--- config.mk ---
export PLATFORM = sky130hd
export DESIGN_NAME = rv_pipe_ctrl
export DESIGN_NICKNAME = d
export VERILOG_FILES = /design/src/rtl/rv_pipe_ctrl.sv
export SDC_FILE = /design/constraint.sdc
export NUM_CORES = 1
export LEC_CHECK = 0
export BUFFER_PORTS_ARGS = -buffer_cell sky130_fd_sc_hd__buf_2
export CELL_PAD_IN_SITES_DETAIL_PLACEMENT = 0
export CELL_PAD_IN_SITES_GLOBAL_PLACEMENT = 1
export CORE_ASPECT_RATIO = 1.2
export CORE_MARGIN = 1.5
export CORE_UTILIZATION = 40
export CTS_CLUSTER_SIZE = 10
export DETAILED_ROUTE_END_ITERATION = 10
export GPL_TIMING_DRIVEN = 0
export PLACE_DENSITY_LB_ADDON = 0.1
export SLEW_MARGIN = 20
export SYNTH_ARGS = -nofsm -noshare
export SYNTH_HDL_FRONTEND = slang
export SYNTH_SLANG_ARGS = --single-unit
--- constraint.sdc ---
create_clock -name clk -period 4 [get_ports clk]
set_input_delay 0.4 -clock clk [delete_from_list [all_inputs] [get_ports clk]]
set_output_delay 0.4 -clock clk [all_outputs]
set_load 0.01 [all_outputs]
--- src/rtl/rv_pipe_ctrl.sv ---
// rv_pipe_ctrl: control and hazard core for an in-order RISC-V integer pipeline.
//
// Owns the fetch PC and a per-stage valid/metadata shift chain
// (0=IF, 1=ID, 2=EX, 3..STAGES-2=MEM, STAGES-1=WB). It detects load-use
// hazards against the instruction in ID and computes forwarding selects for
// the instruction in EX. It also applies taken-branch redirects. Datapath
// registers and the register file live outside this block.
//
// Fetch handshake: the instruction memory raises imem_ready when it can
// deliver an instruction this cycle. The instruction is accepted into ID on
// the edge where fetch_fire (= imem_ready & !stall & !flush) is high. The PC
// advances only on that edge.
//
// Ports:
//   clk, reset                 clock; asynchronous active-high reset
//   imem_ready                 instruction memory can deliver this cycle
//   id_rs1/rs2/rd, id_use_*    ID-stage register fields and read enables
//   id_reg_write, id_is_load   ID-stage instruction class
//   ex_br_taken, ex_br_target  taken branch/jump in EX and its target
//   pc                         current fetch address
//   fetch_fire                 instruction accepted into ID this edge
//   stall                      load-use stall (PC and ID hold, bubble into EX)
//   flush                      redirect: kills ID and the next fetch
//   stage_valid                bit0 = fetch_fire, bit i>0 = stage i valid
//   ex_fwd_rs1/rs2             0 = regfile, k = forward from stage k
//   id_wb_byp_rs1/rs2          WB result must bypass the regfile read in ID
//   retire, retire_count       valid instruction in WB; wrapping retire count
module rv_pipe_ctrl #(
    parameter int              XLEN     = 32,
    parameter int              STAGES   = 5,
    parameter logic [XLEN-1:0] RESET_PC = '0,
    localparam int             SELW     = $clog2(STAGES)
) (
    input  logic              clk,
    input  logic              reset,
    input  logic              imem_ready,
    input  logic [4:0]        id_rs1,
    input  logic [4:0]        id_rs2,
    input  logic              id_use_rs1,
    input  logic              id_use_rs2,
    input  logic [4:0]        id_rd,
    input  logic              id_reg_write,
    input  logic              id_is_load,
    input  logic              ex_br_taken,
    input  logic [XLEN-1:0]   ex_br_target,
    output logic [XLEN-1:0]   pc,
    output logic              fetch_fire,
    output logic              stall,
    output logic              flush,
    output logic [STAGES-1:0] stage_valid,
    output logic [SELW-1:0]   ex_fwd_rs1,
    output logic [SELW-1:0]   ex_fwd_rs2,
    output logic              id_wb_byp_rs1,
    output logic              id_wb_byp_rs2,
    output logic              retire,
    output logic [31:0]       retire_count
);

    localparam int WB = STAGES - 1;

    typedef struct packed {
        logic [4:0] rd;
        logic [4:0] rs1;
        logic [4:0] rs2;
        logic       use_rs1;
        logic       use_rs2;
        logic       reg_write;
        logic       is_load;
    } meta_t;

    logic [XLEN-1:0]   pc_q;
    logic [STAGES-1:1] v_q;
    meta_t             meta_q [2:STAGES-1];
    logic [31:0]       retire_cnt_q;
    meta_t             id_meta;
    logic              lu_hit;

    always_comb begin
        id_meta           = '0;
        id_meta.rd        = id_rd;
        id_meta.rs1       = id_rs1;
        id_meta.rs2       = id_rs2;
        id_meta.use_rs1   = id_use_rs1;
        id_meta.use_rs2   = id_use_rs2;
        id_meta.reg_write = id_reg_write;
        id_meta.is_load   = id_is_load;
    end

    // A load still in EX..STAGES-3 has not produced its data by the time the
    // consumer would reach EX. Loads in the last MEM stage or in WB are
    // covered by forwarding instead.
    always_comb begin
        lu_hit = 1'b0;
        for (int k = 2; k <= STAGES - 3; k++) begin
            if (v_q[k] && meta_q[k].is_load && (meta_q[k].rd != 5'd0) &&
                ((id_use_rs1 && (meta_q[k].rd == id_rs1)) ||
                 (id_use_rs2 && (meta_q[k].rd == id_rs2))))
                lu_hit = 1'b1;
        end
    end

    assign flush      = v_q[2] & ex_br_taken;
    assign stall      = ~flush & v_q[1] & lu_hit;
    assign fetch_fire = imem_ready & ~stall & ~flush;

    // Scan from oldest to youngest so the youngest match is the last one
    // written. A load before WB has no data yet, so it is skipped.
    always_comb begin
        ex_fwd_rs1 = '0;
        ex_fwd_rs2 = '0;
        for (int k = STAGES - 1; k >= 3; k--) begin
            if (v_q[k] && meta_q[k].reg_write &&
                ((k == STAGES - 1) || !meta_q[k].is_load)) begin
                if (meta_q[k].rd == meta_q[2].rs1) ex_fwd_rs1 = SELW'(k);
                if (meta_q[k].rd == meta_q[2].rs2) ex_fwd_rs2 = SELW'(k);
            end
        end
        if (!(v_q[2] && meta_q[2].use_rs1 && (meta_q[2].rs1 != 5'd0))) ex_fwd_rs1 = '0;
        if (!(v_q[2] && meta_q[2].use_rs2 && (meta_q[2].rs2 != 5'd0))) ex_fwd_rs2 = '0;
    end

    assign id_wb_byp_rs1 = v_q[1] & id_use_rs1 & (id_rs1 != 5'd0) & v_q[WB] &
                           meta_q[WB].reg_write & (meta_q[WB].rd == id_rs1);
    assign id_wb_byp_rs2 = v_q[1] & id_use_rs2 & (id_rs2 != 5'd0) & v_q[WB] &
                           meta_q[WB].reg_write & (meta_q[WB].rd == id_rs2);

    assign pc           = pc_q;
    assign stage_valid  = {v_q, fetch_fire};
    assign retire       = v_q[WB];
    assign retire_count = retire_cnt_q;

    always_ff @(posedge clk or posedge reset) begin
        if (reset) begin
            pc_q         <= RESET_PC;
            v_q          <= '0;
            retire_cnt_q <= '0;
            for (int i = 2; i <= STAGES - 1; i++) meta_q[i] <= '0;
        end else begin
            if (retire) retire_cnt_q <= retire_cnt_q + 32'd1;

            // Stages past EX always advance; stalls and flushes only act on IF..EX.
            for (int i = 3; i <= STAGES - 1; i++) begin
                v_q[i]    <= v_q[i-1];
                meta_q[i] <= meta_q[i-1];
            end
            // Stage 2 metadata is loaded every edge; v_q[2] decides whether it counts.
            meta_q[2] <= id_meta;

            if (flush) begin
                pc_q   <= ex_br_target;
                v_q[1] <= 1'b0;
                v_q[2] <= 1'b0;
            end else if (stall) begin
                v_q[2] <= 1'b0;
            end else begin
                if (fetch_fire) pc_q <= pc_q + XLEN'(4);
                v_q[1] <= fetch_fire;
                v_q[2] <= v_q[1];
            end
        end
    end

endmodule

### Word-level counts from Yosys, hierarchy flattened

Cells that the tools add are included.
W data, S select, Z words.

| cells by class | value |
|---|---|
| equality and inequality tests | 9 |
| $add $sub $neg | 2 |
| bitwise logic cells | 17 |
| mux-type cells | 17 |
| reductions and logical operators | 21 |

Operators with widths:

| kind | number |
|---|---|
| $mux W32 | 3 |
| $eq A5 B5 Y1 | 8 |
| $add A32 B1 Y32 const B | 1 |
| $add A32 B3 Y32 const B | 1 |
| $mux W3 | 10 |
| $reduce_bool A5 Y1 | 5 |
| $and A1 B1 Y1 | 15 |
| $logic_and A1 B1 Y1 | 12 |
| $mux W1 | 3 |
| $mux W2 | 1 |
| $ne A2 B1 Y1 const B | 1 |
| $not A1 Y1 | 2 |
| $reduce_and A2 Y1 | 1 |
| $reduce_bool A2 Y1 | 1 |
| $logic_not A1 Y1 | 1 |
| $logic_or A1 B1 Y1 | 1 |

| word-level totals | value |
|---|---|
| register bits | 100 |
| word-level logic and storage cells | 82 |

### Longest topological paths before layout

Gate-level depths: netlist (run 1).

| logic depth | value |
|---|---|
| depth after elaboration | 12 |
| mapped depth | 8 |

### Worst setup path after synthesis (run 1)

Ideal clock, no wire load.

| timing path | value |
|---|---|
| path type | register -> output |
| start point | reg meta_q[52] in the netlist's numbering |
| end point | out stage_valid[0] |
| stages on the path, launching flop included | 9 |
| data arrival time | 2.000 ns |
| slack | 1.600 ns |
| required time | 3.600 ns |
| buffers on the path | 2 |
| cell sequence | dfrtp_1 > or4_1 > o21ai_2 > nor3_1 > nand2_1 > inv_2 > buf_1 > nor2_1 > buf_4 |

| on the way | value |
|---|---|
| word-level cells in the longest chain between the ends | 9 |
| elaborated cells between the ends (all ways) | 13 |
| classes of those cells | eq/ne (2); mux (1); bitwise (4); reduce/logical (6) |

RTL lines:

| item | RTL line | text |
|---|---|---|
| from (decl) | 73 | `meta_t meta_q [2:STAGES-1];` |
| from (signal, indexed assignment) | 144 | `meta_q[i] <= meta_q[i-1];` |
| $eq A5 B5 Y1, on equally long branches | 96, 97 |  |
| $logic_and A1 B1 Y1, on equally long branches | 96, 97 |  |
| $logic_or A1 B1 Y1 | 96 | `((id_use_rs1 && (meta_q[k].rd == id_rs1)) \|\|` |
| $logic_and A1 B1 Y1 (*) | 95 | `if (v_q[k] && meta_q[k].is_load && (meta_q[k].rd != 5'd0) &&` |
| $mux W1 (*) | 95 |  |
| $and A1 B1 Y1 (*) | 103 | `assign stall = ~flush & v_q[1] & lu_hit;` |
| named net stall | 48 | `output logic stall,` |
| $not A1 Y1 (*) | 104 | `assign fetch_fire = imem_ready & ~stall & ~flush;` |
| $and A1 B1 Y1 (*) (2 in a row) | 104 |  |
| to (decl) | 50 | `output logic [STAGES-1:0] stage_valid,` |

The timed path passes the listed nets; every way through them passes the cells marked *.

### Final worst setup path (run 1)

| timing path | value |
|---|---|
| start point | reg meta_q[56] in the netlist's numbering |
| end point | out stage_valid[0] |

| on the way | value |
|---|---|
| word-level cells in the longest chain between the ends | 9 |
| elaborated cells between the ends (all ways) | 13 |
| classes of those cells | eq/ne (2); mux (1); bitwise (4); reduce/logical (6) |

RTL lines:

| item | RTL line |
|---|---|
| $eq A5 B5 Y1, on equally long branches | 96, 97 |
| $logic_and A1 B1 Y1, on equally long branches | 96, 97 |
| $logic_or A1 B1 Y1 | 96 |
| $logic_and A1 B1 Y1 (*) | 95 |
| $mux W1 (*) | 95 |
| $and A1 B1 Y1 (*) | 103 |
| $not A1 Y1 (*) | 104 |
| $and A1 B1 Y1 (*) (2 in a row) | 104 |

Every way passes the cells marked *; elsewhere a longest branch is shown, timed or not.

==> metrics.cfg, run 1 <==
[clock_tree]
clk_pin_slew_ps = 70
cts.sinks = 100
cts_setup_buffers = 0
cts_resized = 0
htreeDepth = 3
clk_latency_ps = 340
hold_buffers = 0
cts_made_buffers = 9
cts-root-buf = clkbuf_16
clockBufferDepth = 2
cts_tree = yes

[job]
maxCapViolCount = 0

[worst_setup_path]
r2r_end = pc[26]
crit_required_ps = 3600
slowest_delay_ps = 460
cp-end-kind = output port
crit_path_start_kind = flip-flop
path_cells = xnor2_1, nand4_1, o22ai_1, nand2_1, inv_2, buf_1, nor2_1, buf_4, buf_2
rr_worst_depth = 6
rrSetupSlack_ps = 1590
slowest_stage = dfrtp_1
crit_fanout = 10
crit_arrival_ps = 2780
rr_startpoint = meta_q[52]
startpoint = meta_q[56]
crit_type = reg2out

[sta]
final.setup.worst_slack_ps = 823.2
slew_viol_final = 0
fin_crit_sh = 0.7942
relSlewSlack = 0.5110
fmax_ghz = 0.3148
worst_slew_pin_slew_ps = 727.9
finClkSkew_ps = 10.65
min_period_ps = 3177
rsz0062_at_grt = no
setup_violations = 0
finalHoldViolations = 0

[logic_synthesis]
netlist_area_um2 = 4850
yosys_most_used_dff = dfrtp_1
synth_cell_types = 50
synth_area_leaders = dfrtp_1 52%, xnor2_1 8.7%, xor2_1 3.8%
syn-mean-instance-area_um2 = 10.04
async_flop_share = 1.000
syn_inst = 483
ys_warn_count = 0
yosysTopAreaCellShare = 0.5160
synth_fp_nets = 540
yosysTopAreaCell = dfrtp_1
yosysSeqAreaShare = 0.5160
synth_edf_count = 0
ys_ff_latch = 100

[placement]
dpl_worst_slack_ps = 1143
port_buffers = 134
place_congestion = 0.8564
dp_hpwl_um = 10200

[floorplanning]
boundaryPins = 136
start_util = 0.4154
die_area_um2 = 12800
core_area_um2 = 11670
die_height_um = 123.6
die_x_um = 103.5
rows = 43

[pwr]
power-per-cell-area_nw_per_um2 = 466.8
clkPwrFrac = 0.359
pwr-share-comb = 0.189
seqPwrFrac = 0.452
intPower_w = 0.002004
p_switching_w = 0.0008423
p_sw_frac = 0.2959
leakagePower_nw = 2.775
power_w = 0.002846
ir_drop_v = 0.0002203

[layout]
final_common_cell = buf_2
num-fill-cells = 1135
drive_above_1_share = 0.2634
finalNetCount = 686
layout_common_cells = 136 x buf_2, 100 x dfrtp_1, 48 x xnor2_1
syn2layout_area_growth_pct = 25.75
insertedDiodeCount = 0

[min_path]
hold_path.class = in2async

[routing]
wl_per_cell_um = 17.34
drt_pass1_iterations = 5
ant_nets = 0
drc = 0
drt_iter0_markers = 176
viasPerCell = 5.381
num_vias = 4256
wirelength_um = 13710

[global_routing]
antenna_found_initial = 0
grt_use_total = 0.2198
grt_max_degree = 75
gr-total-overflow = 0
grt_pass1_wl_um = 22150
grt_pass1_vias = 4163

[status]
outcome = completed

[Yosys cell counts (all sizes together) (2+ instances only)]
library cell / n
o211ai: 3
or2: 2
dfrtp: 100
o31ai: 3
and3: 17
a311oi: 3
o22ai: 3
nand4: 26
o22a: 4
and4: 8
or4: 7
a2bb2oi: 4
o21ai: 26
a22oi: 4
xnor2: 48
inv: 4
buf: 9
xor2: 21
and2: 6
a21o: 2
nor3: 15
ha: 2
nand2: 45
a31oi: 9
or3: 2
clkbuf: 13
nor4: 6
nor2: 26
nand3: 26
a21oi: 26
[through the flow]
step                        util  TNS, ps  cells  hold WS [ps]  area [um2]
after floorplan                -        0    483         331.2        4850
after global placement    0.4897   -28660    774         335.7        5717
after detailed placement  0.4924        0    775         345.7        5749
after CTS                 0.5223        0    791         20.53        6098
after global routing      0.5223        0    791         29.59        6098
final                     0.5223        0    791         17.47        6098
[worst max path at each step]
stage | to | slack [ps] | cells after the start
after floorplan | meta_q[14] | 980 | 1
after global placement | meta_q[41] | -300 | 2
after detailed placement | stage_valid[0] | 1140 | 10
after CTS | stage_valid[0] | 820 | 9
after global routing | stage_valid[0] | 620 | 9
final | stage_valid[0] | 820 | 9
[sequential cells by signal (all words and copies together), names as in the netlist]
signal and flops:
pc 32, meta_q 32, v_q 4, retire_count 32
[area by class of cell]
cell class	count	area, um2	area share
clock inverter	5	106.4	0.01744
tap	157	196.4	0.03221
buffer	22	100.1	0.01641
inverter	5	23.77	0.003898
sequential	100	2502	0.4103
clock buffer	11	242.7	0.03980
timing repair buffer	135	698.2	0.1145
multi-input combinational	356	2228	0.3654
[metal layers]
metal,GRT usage,vias up,share of wire
met5,0,-,0
met4,0.08420,0,0.023
met3,0.03768,23,0.055
met2,0.3825,148,0.49
met1,0.2771,2045,0.43
li1,-,2040,-
[critical path, delay by kind of cell, from the launching register on]
| family | cells | cell delay, ps |
|---|---|---|
| flops | 1 | 460 |
| xor+xnor | 1 | 190 |
| simple gates | 3 | 490 |
| compound gates | 1 | 380 |
| buf+inv | 4 | 930 |
[power groups by stage]
| stage | Sequential (W) | Clock, W | Combinational [W] |
|---|---|---|---|
| 2_1_floorplan | 0.00132 | 0 | 0.000272 |
| 3_3_place_gp | 0.00130 | 0 | 0.000528 |
| 3_5_place_dp | 0.00130 | 0 | 0.000541 |
| 4_1_cts | 0.00129 | 0.00104 | 0.000545 |
| 5_1_grt | 0.00131 | 0.00108 | 0.000596 |
| 6_report | 0.00129 | 0.00102 | 0.000539 |
[cells by family after synthesis]
family	after synthesis	synth area share
and+or+nand+nor	191	0.2077
DFF	100	0.5160
AOI/OAI and AO/OA	92	0.1176
xor gates and xnor gates	69	0.1246
buffers and inverters	27	0.02451
muxes	2	0.004386
adders and majority gates	2	0.005159
No activity file was read; power rests on OpenSTA's default activity.
==> run 2, diff against run 1 <==
--- a/config.mk
+++ b/config.mk
@@ -10,7 +10,7 @@
 export CELL_PAD_IN_SITES_GLOBAL_PLACEMENT = 1
 export CORE_ASPECT_RATIO = 1.2
 export CORE_MARGIN = 1.5
-export CORE_UTILIZATION = 40
+export CORE_UTILIZATION = 36
 export CTS_CLUSTER_SIZE = 10
 export DETAILED_ROUTE_END_ITERATION = 10
 export GPL_TIMING_DRIVEN = 0
==> constraint.sdc (replaced) <==
create_clock -name clk -period 2.8 [get_ports clk]
set_input_delay 0.28 -clock clk [delete_from_list [all_inputs] [get_ports clk]]
set_output_delay 0.28 -clock clk [all_outputs]
set_load 0.01 [all_outputs]
==> run 2 against run 1 <==
  * Sequential cell count unchanged
  * Combinational power up 46%
  * Non-clock buffer count grew 2
  * Clock power up 30%
  * Worst setup slack lost 650 ps
  * Die area rose by 11%
  * Register-to-register slack got worse by 1200 ps
  * Sequential power grew 43%
  * First-iteration DRC count rose by 10%
  * Clock skew decreased by 0.92 ps
  * Cell area up 0.74%
  * Critical endpoint unchanged
  * Largest power group unchanged
  * Highest routed layer unchanged
==> metrics.cfg, run 2 (same netlist as run 1, synthesis figures left out) <==
[status]
outcome = completed

[clock_tree]
cts.sinks = 100  ; unchanged
clockBufferDepth = 2  ; unchanged
cts-root-buf = clkbuf_16
htreeDepth = 3  ; unchanged
cts_tree = yes
clk_latency_ps = 340  ; about the same
cts_made_buffers = 9  ; unchanged
clk_pin_slew_ps = 60  ; about the same

[sta]
relSlewSlack = 0.4948  ; -0.01622
worst_slew_pin_slew_ps = 752.1  ; +24.14 ps
fin_crit_sh = 0.9368
setup_violations = 0  ; unchanged
min_period_ps = 2623
finClkSkew_ps = 9.729  ; -0.9207 ps
finalHoldViolations = 0  ; unchanged
fin_tns_setup_ps = 0  ; unchanged
fmax_ghz = 0.3813
slew_viol_final = 0  ; unchanged
final.setup.worst_slack_ps = 177.1  ; -646.1 ps
rsz0062_at_grt = no

[worst_setup_path]
cp-end-kind = output port
crit_type = reg2out
crit_arrival_ps = 2340  ; -440 ps
crit_fanout = 19  ; +9
crit_path_start_kind = flip-flop
crit_required_ps = 2520  ; -1080 ps

[routing]
drt_iter0_markers = 194  ; +10%
wirelength_um = 14240  ; +3.9%
viasPerCell = 5.279  ; -1.9%
drt_pass1_iterations = 4  ; -1
wl_per_cell_um = 17.74  ; +2.3%
num_vias = 4239  ; -0.40%
ant_nets = 0  ; unchanged
drc = 0  ; unchanged

[global_routing]
grt_pass1_vias = 4215  ; +1.2%
gr-total-overflow = 0  ; unchanged
grt_max_degree = 33  ; -56%
antenna_found_initial = 0  ; unchanged
grt_use_total = 0.2095  ; -0.01028
grt_pass1_wl_um = 22560  ; +1.8%

[floorplanning]
die_x_um = 109.0  ; +5.3%
die_area_um2 = 14180  ; +11%
boundaryPins = 136  ; unchanged
core_area_um2 = 13180  ; +13%
rows = 46  ; +7.0%
start_util = 0.3680  ; -0.04744
die_height_um = 130.1  ; +5.3%

[layout]
insertedDiodeCount = 0  ; unchanged
num-fill-cells = 1329  ; +17%
regArea_um2 = 2502  ; unchanged
syn2layout_area_growth_pct = 26.68
multiInputGateArea_um2 = 2242  ; +0.62%
drive_above_1_share = 0.2693  ; +0.005884
finalNetCount = 688  ; +0.29%
final_common_cell = buf_2
final_cell_count_no_fill = 803  ; +1.5%
layout_common_cells = 136 x buf_2, 100 x dfrtp_1, 48 x xnor2_1

[placement]
port_buffers = 134  ; unchanged
dpl_worst_slack_ps = 75.84  ; -1067 ps
place_congestion = 0.8661  ; +1.1%
dp_hpwl_um = 10610  ; +4.1%
numPlacedInstances = 788  ; +1.7%

[pwr]
power_w = 0.003951  ; +39%
ir_drop_v = 0.0002998  ; +36%
power-per-cell-area_nw_per_um2 = 643.2  ; +38%
leakagePower_nw = 2.776  ; about the same

[min_path]
hold_path.class = in2reg

[job]
maxCapViolCount = 0  ; unchanged

run 2: cell types whose count changed in the layout (fill, tap and decap cells not counted), sizes merged:
cell | before | now
clkinvlp | 1 | 3
buf | 144 | 145
bufinv | 3 | 2
clkbuf | 24 | 23
dlygate4sd3 | 0 | 1
inv | 5 | 4
run 2: per-layer routing:
layer,part of all wire,track usage
met1,0.43,0.2621
met2,0.51,0.3676
met3,0.043,0.04346
met4,0.012,0.05108
met5,0,0
run 2: critical path: stages, from the launching register on:
cell,delay [ps]
dfrtp_1,430
or4_1,590
o21ai_4,200
nor3_1,80
nand2_1,160
inv_4,120
nor2_1,170
buf_4,130
buf_2,110
run 2: final timing paths:
path,from,cells past startpoint,slack (ps),to
worst max-delay path,meta_q[52],8,180,stage_valid[0]
worst min-delay path,id_rd[3],1,50,meta_q[55]
worst max register to register,meta_q[52],6,400,pc[26]
worst min register to register,meta_q[39],0,350,meta_q[20]
max in group asynchronous,reset,5,1510,retire_count[16]
min in group asynchronous,reset,3,530,meta_q[36]
run 2: where the power goes:
| group | total [W] | internal, W | switching (W) |
|---|---|---|---|
| combinational | 0.000786 | 0.000351 | 0.000435 |
| clock | 0.00133 | 0.000784 | 0.000544 |
| sequential | 0.00184 | 0.00162 | 0.000219 |
run 2: final cells by class:
type / count / share of cell area
flip-flops and latches: 100 / 0.4073
inverters: 5 / 0.004684
multi-input cells: 356 / 0.3650
well taps: 168 / 0.03422
repair buffers: 138 / 0.1218
clock buffers: 10 / 0.03727
plain buffers: 21 / 0.01589
clock inverters: 5 / 0.01385
run 2: repair_timing:
action / 4_1_cts / 5_1_grt
buffers inserted: 0 / 0
hold buffers: 1 / 0
setup endpoints to repair: 3 / 2
resized for setup: 0 / 7
endpoints found under the hold margin: 19 / 0
run 2: metrics by stage:
step,hold WS [ps],util,area [um2]
6_report,47.79,0.4661,6143
5_1_grt,25.19,0.4661,6143
4_1_cts,31.03,0.4645,6122
3_5_place_dp,336.3,0.4402,5802
3_3_place_gp,337.7,0.4351,5734
2_1_floorplan,311.4,-,4853
